<file path="config.mk">
export PLATFORM = sky130hd
export DESIGN_NAME = chip_trig_capture
export DESIGN_NICKNAME = d
export VERILOG_FILES = /design/src/rtl/chip_pkg.sv /design/src/rtl/chip_trig_arb.sv /design/src/rtl/chip_trig_capture.sv
export SDC_FILE = /design/constraint.sdc
export NUM_CORES = 1
export LEC_CHECK = 0
export CAP_MARGIN = 25
export CORE_ASPECT_RATIO = 0.75
export CORE_UTILIZATION = 46
export CTS_CLUSTER_SIZE = 12
export DETAILED_ROUTE_END_ITERATION = 10
export MAX_ROUTING_LAYER = met4
export PLACE_DENSITY = 0.79
export SKIP_CTS_REPAIR_TIMING = 1
export SLEW_MARGIN = 25
export SYNTH_ARGS = -nofsm -noshare
export SYNTH_HDL_FRONTEND = slang
export SYNTH_SLANG_ARGS = --single-unit
</file>
<file path="constraint.sdc">
create_clock -name clk_sys -period 3.7 [get_ports clk_sys]
set_clock_uncertainty 0.1 [all_clocks]
set_input_delay 0.555 -clock clk_sys [delete_from_list [all_inputs] [get_ports clk_sys]]
set_output_delay 0.555 -clock clk_sys [all_outputs]
set_load 0.01 [all_outputs]
</file>
<file path="src/rtl/chip_pkg.sv">
// Shared state encoding, default widths and channel-index width helper
// for the chip trigger-capture block.
package chip_pkg;

  typedef enum logic [1:0] {
    IDLE    = 2'd0,
    CAPTURE = 2'd1,
    HOLDOFF = 2'd2
  } state_e;

  localparam int DW_DEF = 16;
  localparam int LW_DEF = 20;

  function automatic int ch_width(input int n);
    return (n > 1) ? $clog2(n) : 1;
  endfunction

endpackage

</file>
<file path="src/rtl/chip_trig_arb.sv">
// Combinational channel arbiter: lowest hit index wins, or in round-robin
// mode the search starts just after the previous winner and wraps.
module chip_trig_arb
  import chip_pkg::*;
#(
  parameter int N_CH = 8,
  parameter int CW   = ch_width(N_CH)
) (
  input  logic [N_CH-1:0] hit_i,
  input  logic [CW-1:0]   ptr_i,
  input  logic            rr_i,
  output logic [CW-1:0]   win_o,
  output logic            any_hit_o
);

  int            start;
  logic [CW-1:0] idx;
  logic          found;

  always_comb begin
    win_o = '0;
    found = 1'b0;
    idx   = '0;
    start = rr_i ? (int'(ptr_i) + 1) % N_CH : 0;
    for (int i = 0; i < N_CH; i++) begin
      idx = CW'((start + i) % N_CH);
      if (!found && hit_i[idx]) begin
        found = 1'b1;
        win_o = idx;
      end
    end
  end

  assign any_hit_o = |hit_i;

endmodule

</file>
<file path="src/rtl/chip_trig_capture.sv">
// Threshold-triggered frame capture over N_CH sample streams.
// Define CHIP_PRETRIG_EN to emit frames from a PRE-deep pre-trigger delay line.
module chip_trig_capture
  import chip_pkg::*;
#(
  parameter int  N_CH = 8,
  parameter int  DW   = DW_DEF,
  parameter int  LW   = LW_DEF,
  parameter int  PRE  = 4,
  localparam int CW   = ch_width(N_CH)
) (
  input  logic               clk_sys,
  input  logic               rst_n,
  input  logic [N_CH*DW-1:0] in_data_i,
  input  logic               in_vld_i,
  output logic               in_rdy_o,
  output logic [DW-1:0]      out_data_o,
  output logic [CW-1:0]      out_ch_o,
  output logic               out_sof_o,
  output logic               out_eof_o,
  output logic               out_vld_o,
  input  logic               out_rdy_i,
  input  logic               cfg_en_i,
  input  logic [DW-1:0]      cfg_th_i,
  input  logic [LW-1:0]      cfg_len_i,
  input  logic [LW-1:0]      cfg_holdoff_i,
  input  logic               cfg_rr_i,
  output logic               stat_busy_o,
  output logic [15:0]        stat_trig_cnt_o
);

  if (N_CH < 1 || PRE < 1) begin : g_param_check
    $error("chip_trig_capture: N_CH and PRE must both be >= 1");
  end

  state_e        state_q;
  logic [LW-1:0] cnt_q;
  logic [CW-1:0] ch_q;
  logic [CW-1:0] rr_ptr_q;
  logic [DW-1:0] out_data_q;
  logic [CW-1:0] out_ch_q;
  logic          out_sof_q;
  logic          out_eof_q;
  logic          out_vld_q;
  logic [15:0]   trig_cnt_q;

  logic [DW-1:0]   live [N_CH];
  logic [N_CH-1:0] hit;
  logic [CW-1:0]   win;
  logic            any_hit;
  logic            accept;
  logic [CW-1:0]   sel_ch;
  logic [DW-1:0]   sel_data;

  always_comb begin
    for (int k = 0; k < N_CH; k++) begin
      live[k] = in_data_i[k*DW +: DW];
      hit[k]  = live[k] >= cfg_th_i;
    end
  end

  chip_trig_arb #(
    .N_CH (N_CH),
    .CW   (CW)
  ) u_arb (
    .hit_i     (hit),
    .ptr_i     (rr_ptr_q),
    .rr_i      (cfg_rr_i),
    .win_o     (win),
    .any_hit_o (any_hit)
  );

  assign in_rdy_o = ~out_vld_q | out_rdy_i;
  assign accept   = in_vld_i & in_rdy_o;
  assign sel_ch   = (state_q == IDLE) ? win : ch_q;

`ifdef CHIP_PRETRIG_EN
  // Trigger decisions use live data; emitted samples come PRE accepted beats late.
  logic [DW-1:0] dly_q [PRE][N_CH];

  always_ff @(posedge clk_sys or negedge rst_n) begin
    if (!rst_n) begin
      for (int p = 0; p < PRE; p++) begin
        for (int k = 0; k < N_CH; k++) begin
          dly_q[p][k] <= '0;
        end
      end
    end else if (accept) begin
      for (int k = 0; k < N_CH; k++) begin
        dly_q[0][k] <= live[k];
        for (int p = 1; p < PRE; p++) begin
          dly_q[p][k] <= dly_q[p-1][k];
        end
      end
    end
  end

  assign sel_data = dly_q[PRE-1][sel_ch];
`else
  assign sel_data = live[sel_ch];
`endif

  always_ff @(posedge clk_sys or negedge rst_n) begin
    if (!rst_n) begin
      state_q    <= IDLE;
      cnt_q      <= '0;
      ch_q       <= '0;
      rr_ptr_q   <= '0;
      out_data_q <= '0;
      out_ch_q   <= '0;
      out_sof_q  <= 1'b0;
      out_eof_q  <= 1'b0;
      out_vld_q  <= 1'b0;
      trig_cnt_q <= '0;
    end else if (accept) begin
      out_vld_q <= 1'b0;
      out_sof_q <= 1'b0;
      out_eof_q <= 1'b0;
      unique case (state_q)
        IDLE: begin
          if (cfg_en_i && any_hit) begin
            out_vld_q  <= 1'b1;
            out_sof_q  <= 1'b1;
            out_data_q <= sel_data;
            out_ch_q   <= win;
            ch_q       <= win;
            rr_ptr_q   <= win;
            if (trig_cnt_q != 16'hFFFF) trig_cnt_q <= trig_cnt_q + 16'd1;
            if (cfg_len_i > LW'(1)) begin
              state_q <= CAPTURE;
              cnt_q   <= cfg_len_i - LW'(1);
            end else begin
              out_eof_q <= 1'b1;
              state_q   <= (cfg_holdoff_i != '0) ? HOLDOFF : IDLE;
              cnt_q     <= cfg_holdoff_i;
            end
          end
        end
        CAPTURE: begin
          out_vld_q  <= 1'b1;
          out_data_q <= sel_data;
          out_ch_q   <= ch_q;
          // cnt_q holds the beats still owed after this one's predecessor.
          if (cnt_q == LW'(1)) begin
            out_eof_q <= 1'b1;
            state_q   <= (cfg_holdoff_i != '0) ? HOLDOFF : IDLE;
            cnt_q     <= cfg_holdoff_i;
          end else begin
            cnt_q <= cnt_q - LW'(1);
          end
        end
        HOLDOFF: begin
          if (cnt_q <= LW'(1)) begin
            state_q <= IDLE;
            cnt_q   <= '0;
          end else begin
            cnt_q <= cnt_q - LW'(1);
          end
        end
        default: state_q <= IDLE;
      endcase
    end else if (out_rdy_i) begin
      out_vld_q <= 1'b0;
      out_sof_q <= 1'b0;
      out_eof_q <= 1'b0;
    end
  end

  assign out_data_o      = out_data_q;
  assign out_ch_o        = out_ch_q;
  assign out_sof_o       = out_sof_q;
  assign out_eof_o       = out_eof_q;
  assign out_vld_o       = out_vld_q;
  assign stat_busy_o     = (state_q != IDLE);
  assign stat_trig_cnt_o = trig_cnt_q;

endmodule

</file>
---- Yosys cells after proc, flatten, opt, wreduce, memory -nomap -nowiden ----
Cells that the tools add are included.
word-level totals
  flip-flop bits (word level) ............. 63
  output and inout bits ................... 40
  input port bits ......................... 190
  word-level logic and storage cells ...... 139
operators by class
  muxes and demuxes ....................... 62
  magnitude comparators ................... 19
  bitwise operators ....................... 4
  add/subtract/negate cells ............... 11
  reductions and logical operators ........ 27
  eq/ne operators ......................... 7
operators by type and width
  operator                 count
  $ge A16 B16 Y1           8
  $mux W20                 4
  $pmux W20 S3             1
  $bmux W16 S3             1
  $mux W16                 3
  $sub A20 B1 Y20 const B  2
  $mux W3                  11
  $lt A3 B4 Y1 const B     8
  $pmux W16 S2             1
  $bmux W1 S3              8
  $mux W1                  24
  $eq A20 B1 Y1 const B    1
  $gt A20 B1 Y1 const B    1
  $le A20 B1 Y1 const B    1
  $reduce_bool A20 Y1      1
  $add A16 B1 Y16 const B  1
  $ne A16 B16 Y1 const B   1
  $add A3 B3 Y3 const B    4
  $mux W2                  5
  $reduce_and A3 Y1        3
  $logic_and A1 B1 Y1      8
  $reduce_and A4 Y1        2
  $reduce_or A8 Y1         1
  $logic_not A1 Y1         7
  other kinds (17)         23

---- Longest topological paths before layout ----
  word-level depth ........................ 33
  depth in mapped cells ................... 18
  mapped depth without buffers ............ 15

---- Hierarchy ----
From an unflattened synthesis, not the netlist that was laid out.
unflattened totals
  cell total of the unflattened synthesis .. 999
  area, all modules ....................... 8,924.8 um^2
by module, submodules not included
  module             area an instance (um^2)  cells an instance  times used  seq. area each (um^2)
  chip_trig_capture  8,010.2                  875                1           1,576.5
  chip_trig_arb      914.6                    124                1           0.0

---- Least setup slack after synthesis ----
OpenSTA, ideal clock, no wires.
  path kind ............................... input to register
  start point ............................. in cfg_th_i[14]
  end point ............................... reg out_data_q[5] (netlist: out_data_o[5])
  required time ........................... 3,479 ps
  buffers on the path ..................... 1
  path slack .............................. -512 ps
  arrival time ............................ 3,991 ps
  cell stages on the path ................. 16
  cell sequence ........................... inv_1 ha_1 nand4_1 or3_1 o41ai_2 or4_4 a21oi_1 a2111o_1 nor3b_1 and3_4 a221o_1 a31o_4 buf_6 mux2_4 o2bb2ai_2 nor3_2
between the ends
  word-level cells in the longest chain between the ends .. 32
ends and longest elaborated chain
  what                                          RTL line                  RTL
  start, declared                               chip_trig_capture.sv:24   input logic [DW-1:0] cfg_th_i,
  $ge A16 B16 Y1                                chip_trig_capture.sv:58   hit[k] = live[k] >= cfg_th_i;
  $bmux W1 S3                                   chip_trig_arb.sv:27       if (!found && hit_i[idx]) begin
  $mux W1 (implied by the code)                 chip_trig_arb.sv:27
  $mux W1                                       chip_trig_arb.sv:27
  $logic_not A1 Y1                              chip_trig_arb.sv:27
  $logic_and A1 B1 Y1                           chip_trig_arb.sv:27
  $mux W1                                       chip_trig_arb.sv:27
  $logic_not A1 Y1                              chip_trig_arb.sv:27
  [... 15 more ...]                             --
  $logic_and A1 B1 Y1                           chip_trig_arb.sv:27
  $mux W3                                       chip_trig_arb.sv:27
  $mux W3                                       chip_trig_capture.sv:75   assign sel_ch = (state_q == IDLE) ? win : ch_q;
  $not A3 Y4 (implied by the code)              chip_trig_capture.sv:100  assign sel_data = live[sel_ch];
  $bmux W16 S3                                  chip_trig_capture.sv:100
  $mux W16 (implied by the code) (2 in series)  chip_trig_capture.sv:100
  $mux W16                                      chip_trig_capture.sv:121  if (cfg_en_i && any_hit) begin
  $pmux W16 S2                                  chip_trig_capture.sv:119  unique case (state_q)
  end signal, assigned                          chip_trig_capture.sv:124  out_data_q <= sel_data;
  end signal, assigned                          chip_trig_capture.sv:141  out_data_q <= sel_data;
  end, declared                                 chip_trig_capture.sv:40   logic [DW-1:0] out_data_q;
Several ways; a longest one is shown, not always the timed one. The select of a mux whose other input is x is not followed.
A chain may end at the register's enable or synchronous reset.

---- Final worst setup path ----
  start point ............................. in in_data_i[51]
  end point ............................... reg out_data_q[4] (netlist: out_data_o[4])
between the ends
  word-level cells in the longest chain between the ends .. 32
ends and longest elaborated chain
  what                                          RTL line                  RTL
  start, declared                               chip_trig_capture.sv:14   input logic [N_CH*DW-1:0] in_data_i,
  $ge A16 B16 Y1 (*)                            chip_trig_capture.sv:58
  $bmux W1 S3                                   chip_trig_arb.sv:27
  $mux W1 (implied by the code)                 chip_trig_arb.sv:27
  $mux W1                                       chip_trig_arb.sv:27
  $logic_not A1 Y1                              chip_trig_arb.sv:27
  $logic_and A1 B1 Y1                           chip_trig_arb.sv:27
  $mux W1                                       chip_trig_arb.sv:27
  $logic_not A1 Y1                              chip_trig_arb.sv:27
  [... 15 more ...]                             --
  $logic_and A1 B1 Y1                           chip_trig_arb.sv:27
  $mux W3                                       chip_trig_arb.sv:27
  $mux W3                                       chip_trig_capture.sv:75
  $not A3 Y4 (implied by the code)              chip_trig_capture.sv:100
  $bmux W16 S3                                  chip_trig_capture.sv:100
  $mux W16 (implied by the code) (2 in series)  chip_trig_capture.sv:100
  $mux W16                                      chip_trig_capture.sv:121
  $pmux W16 S2                                  chip_trig_capture.sv:119
Mark *: on every way between the ends. The rest lies on a longest branch, timed or not. The select of a mux whose other input is x is not followed.

==> metrics.md <==
| Metric | Value |
|---|---|
| Status | `finished, violations left` |
| Violations in the final reports | `setup timing` |
| Seq/Total Area, Yosys | `17.7%` |
| DR DRC count | `0` |
| Place WS | `-1.51 ns` |
| Post-synth top area share | `19.7%` |
| Fin area | `0.0156 mm²` |
| Pre-antenna DRT Iters | `6` |
| CTS clock-pin slew for the worst setup and hold paths | `0.08 ns` |
| Util after Layout | `83.3%` |
| Worst EP required | `3.84 ns` |
| Syn_area_per_cell | `8.38 µm²` |
| CP endpoint kind | `flip-flop` |
| Worst vdd ir | `594 µV` |
| Die ar. | `0.0199 mm²` |
| Crit Path Class | `input pin to flip-flop` |
| ANT nets after route | `0` |
| Ys async rst share | `100%` |
| Period utilisation layout | `129%` |
| Max Clock Freq | `209 MHz` |
| Multi-input logic area | `0.00852 mm²` |
| H-tree levels | `3` |
| Mapped Area | `0.00889 mm²` |
| Largest buffer count on any clock path | `2` |
| Top FF cell, synth | `dfrtp_1` |
| PwrDens | `670 mW/mm²` |
| Number of global-route vias before repair | `9649` |
| Most frequent cells after synthesis | `ha_1 (140), nand2_1 (109), nor2_1 (76), o21ai_0 (71), a21oi_1 (69)` |
| Data arrival, critical path | `4.93 ns` |
| Clk root buf | `clkbuf_16` |
| WHS | `0.0987 ns` |
| Hold crit path type | `input pin to async pin` |
| Rel. slew slack | `41.5%` |
| Core area | `0.0187 mm²` |
| Ys Warns | `0` |
| RSZ-0062 raised after global routing | `yes` |
| Number of synthesized flops with an enable pin | `0` |
| Yosys top cell by area | `ha_1` |
| Worst slew pin tran | `0.878 ns` |
| Clock sink total | `63` |
| Vias per inst | `6.53` |
| Seq. cell area | `0.00158 mm²` |
| Crit path launch type | `input pin` |
| Total track usage | `35.4%` |
| Most common cell in the netlist | `ha_1` |
| Worst setup margin | `-1.09 ns` |
| Via Count | `11600` |
| Drt initial violations | `1629` |
| Final hold violation count | `0` |
| Worst-Skew Late Latency | `0.35 ns` |
| CTS Buf Count | `9` |
| Mapped Nets | `1390` |
| # port buffers | `229` |
| Pleak | `7.24 nW` |
| Share of cells above drive strength 1 | `35.4%` |
| Initial antenna violation count | `2` |
| Crit-path max FO | `7` |
| GP Congestion | `0.943` |
| CP Launch Point | `in_data_i[51]` |
| Synth area leaders | `ha_1 (20%), dfrtp_1 (18%), mux2i_1 (6.1%)` |
| Register bit count reported by yosys | `63` |
| Die Width | `163 µm` |
| TritonCTS clock tree | `yes` |
| Number of nets in the layout | `1852` |
| Max-Cap Viols | `0` |
| Die H | `122 µm` |
| Min Tclk post-route | `4.79 ns` |
| # rows | `43` |
| Final setup vio count | `56` |
| HPWL Detailed | `28300 µm` |
| P&R area growth vs syn | `75.5%` |
| FF-to-FF Start | `rr_ptr_q[1]` |
| DP Area | `0.0128 mm²` |
| Synth cell types | `88` |
| Mapped Cells | `1060` |
| Largest net degree at the start of global routing | `41` |
| IO Count | `230` |
| Initial Util | `47.5%` |
| Fill cells | `991` |
| Reg2Reg Setup Slack | `-0.77 ns` |
| Routed wire length | `45700 µm` |
| First-pass GRT wire length | `52100 µm` |
| Max Slew Vio Count | `0` |
| GRT overflow | `0` |
| Wire per inst | `25.7 µm` |
-- cells in the final DEF (no fill, tap or decap), drive strengths merged, types with 5 or more instances in the layout --
cell,netlist,layout
nor3,36,36
mux2,27,27
or4,5,5
inv,38,36
nand2b,20,20
ha,140,140
mux2i,56,56
clkinv,1,5
nand4,18,18
a21oi,69,69
nor2,77,77
o211ai,16,16
and4,9,9
xor2,18,18
o22a,5,5
nand3,25,25
o21a,10,10
nand2,111,111
xnor2,33,33
or3,6,6
o22ai,9,9
dlymetal6s2s,0,77
dfrtp,63,63
a22o,16,16
clkdlybuf4s50,0,129
o21ai,74,74
nor2b,7,7
and2,8,8
a211oi,15,15
a2111oi,7,7
and3,5,5
nor4,15,15
a21o,8,8
buf,14,262
o2bb2ai,15,15
clkbuf,23,29
-- through the flow --
step	power (mW)	instances	setup TNS, ns
6_report	10.5	1776	-18.97
5_1_grt	10.9	1776	-24.51
4_1_cts	8.17	1705	-39.52
3_5_place_dp	7.25	1689	-61.33
3_3_place_gp	7.15	1689	-58.80
2_1_floorplan	4.93	1060	-8.12
-- layer usage --
metal	wire (µm)	part of all wire (%)	up-vias	GRT usage [%]
li1	-	-	4952	-
met1	17600	38	5459	50.3
met2	19700	43	929	49.6
met3	5910	13	255	6.39
met4	2530	5.5	0	12.1
met5	0	0	-	-
-- kinds of logic after synthesis --
| family | synth area share [%] |
|---|---|
| multiplexers | 10.4 |
| adder cells (fa/ha/maj) | 19.7 |
| XOR/XNOR | 5.03 |
| flip-flops | 17.7 |
| buffers and inverters | 3.86 |
| AND/OR/NAND/NOR | 20.0 |
| AO/OA/AOI/OAI | 23.3 |
-- state kept, by name, indices dropped and copies added, names as in the netlist, 2 cells and up --
signal,cells
cnt_q,20
out_data_o,16
stat_trig_cnt_o,16
out_ch_o,3
rr_ptr_q,3
state_q,2
-- worst max-delay path, cell delays in order --
cell             delay (ns)
clkdlybuf4s50_1        0.48
ha_1                   0.36
o21a_1                 0.16
o2111ai_1              0.12
o21a_2                 0.30
o21a_1                 0.20
mux2_4                 0.31
o22ai_2                0.32
nor2_2                 0.07
buf_4                  0.14
a221oi_2               0.26
o22ai_2                0.14
a21boi_4               0.25
buf_6                  0.18
buf_12                 0.16
mux2i_1                0.31
a22o_1                 0.50
nor3_2                 0.09
-- area by class of cell --
class / count / share of cell area, %
multi-input combinational: 921 / 54.6
timing repair buffer: 488 / 30.1
sequential: 63 / 10.1
tap: 247 / 1.98
clock buffer: 9 / 1.44
inverter: 39 / 1.24
clock inverter: 7 / 0.513
antenna: 2 / 0.0321
-- report_power, final --
part | total [mW] | internal (mW) | switching (mW)
logic | 8.30 | 4.13 | 4.18
registers | 1.24 | 0.959 | 0.285
clock network | 0.908 | 0.529 | 0.379
-- worst paths after layout --
check	endpoint	cells after the start
setup / recovery	out_data_o[4]	18
max in group asynchronous	cnt_q[0]	2
hold / removal	out_data_o[7]	1
setup reg to reg	out_data_o[4]	16
hold reg to reg	out_ch_o[1]	1
min in group clk_sys	out_ch_o[1]	1
No activity file was read; power rests on OpenSTA's default activity.
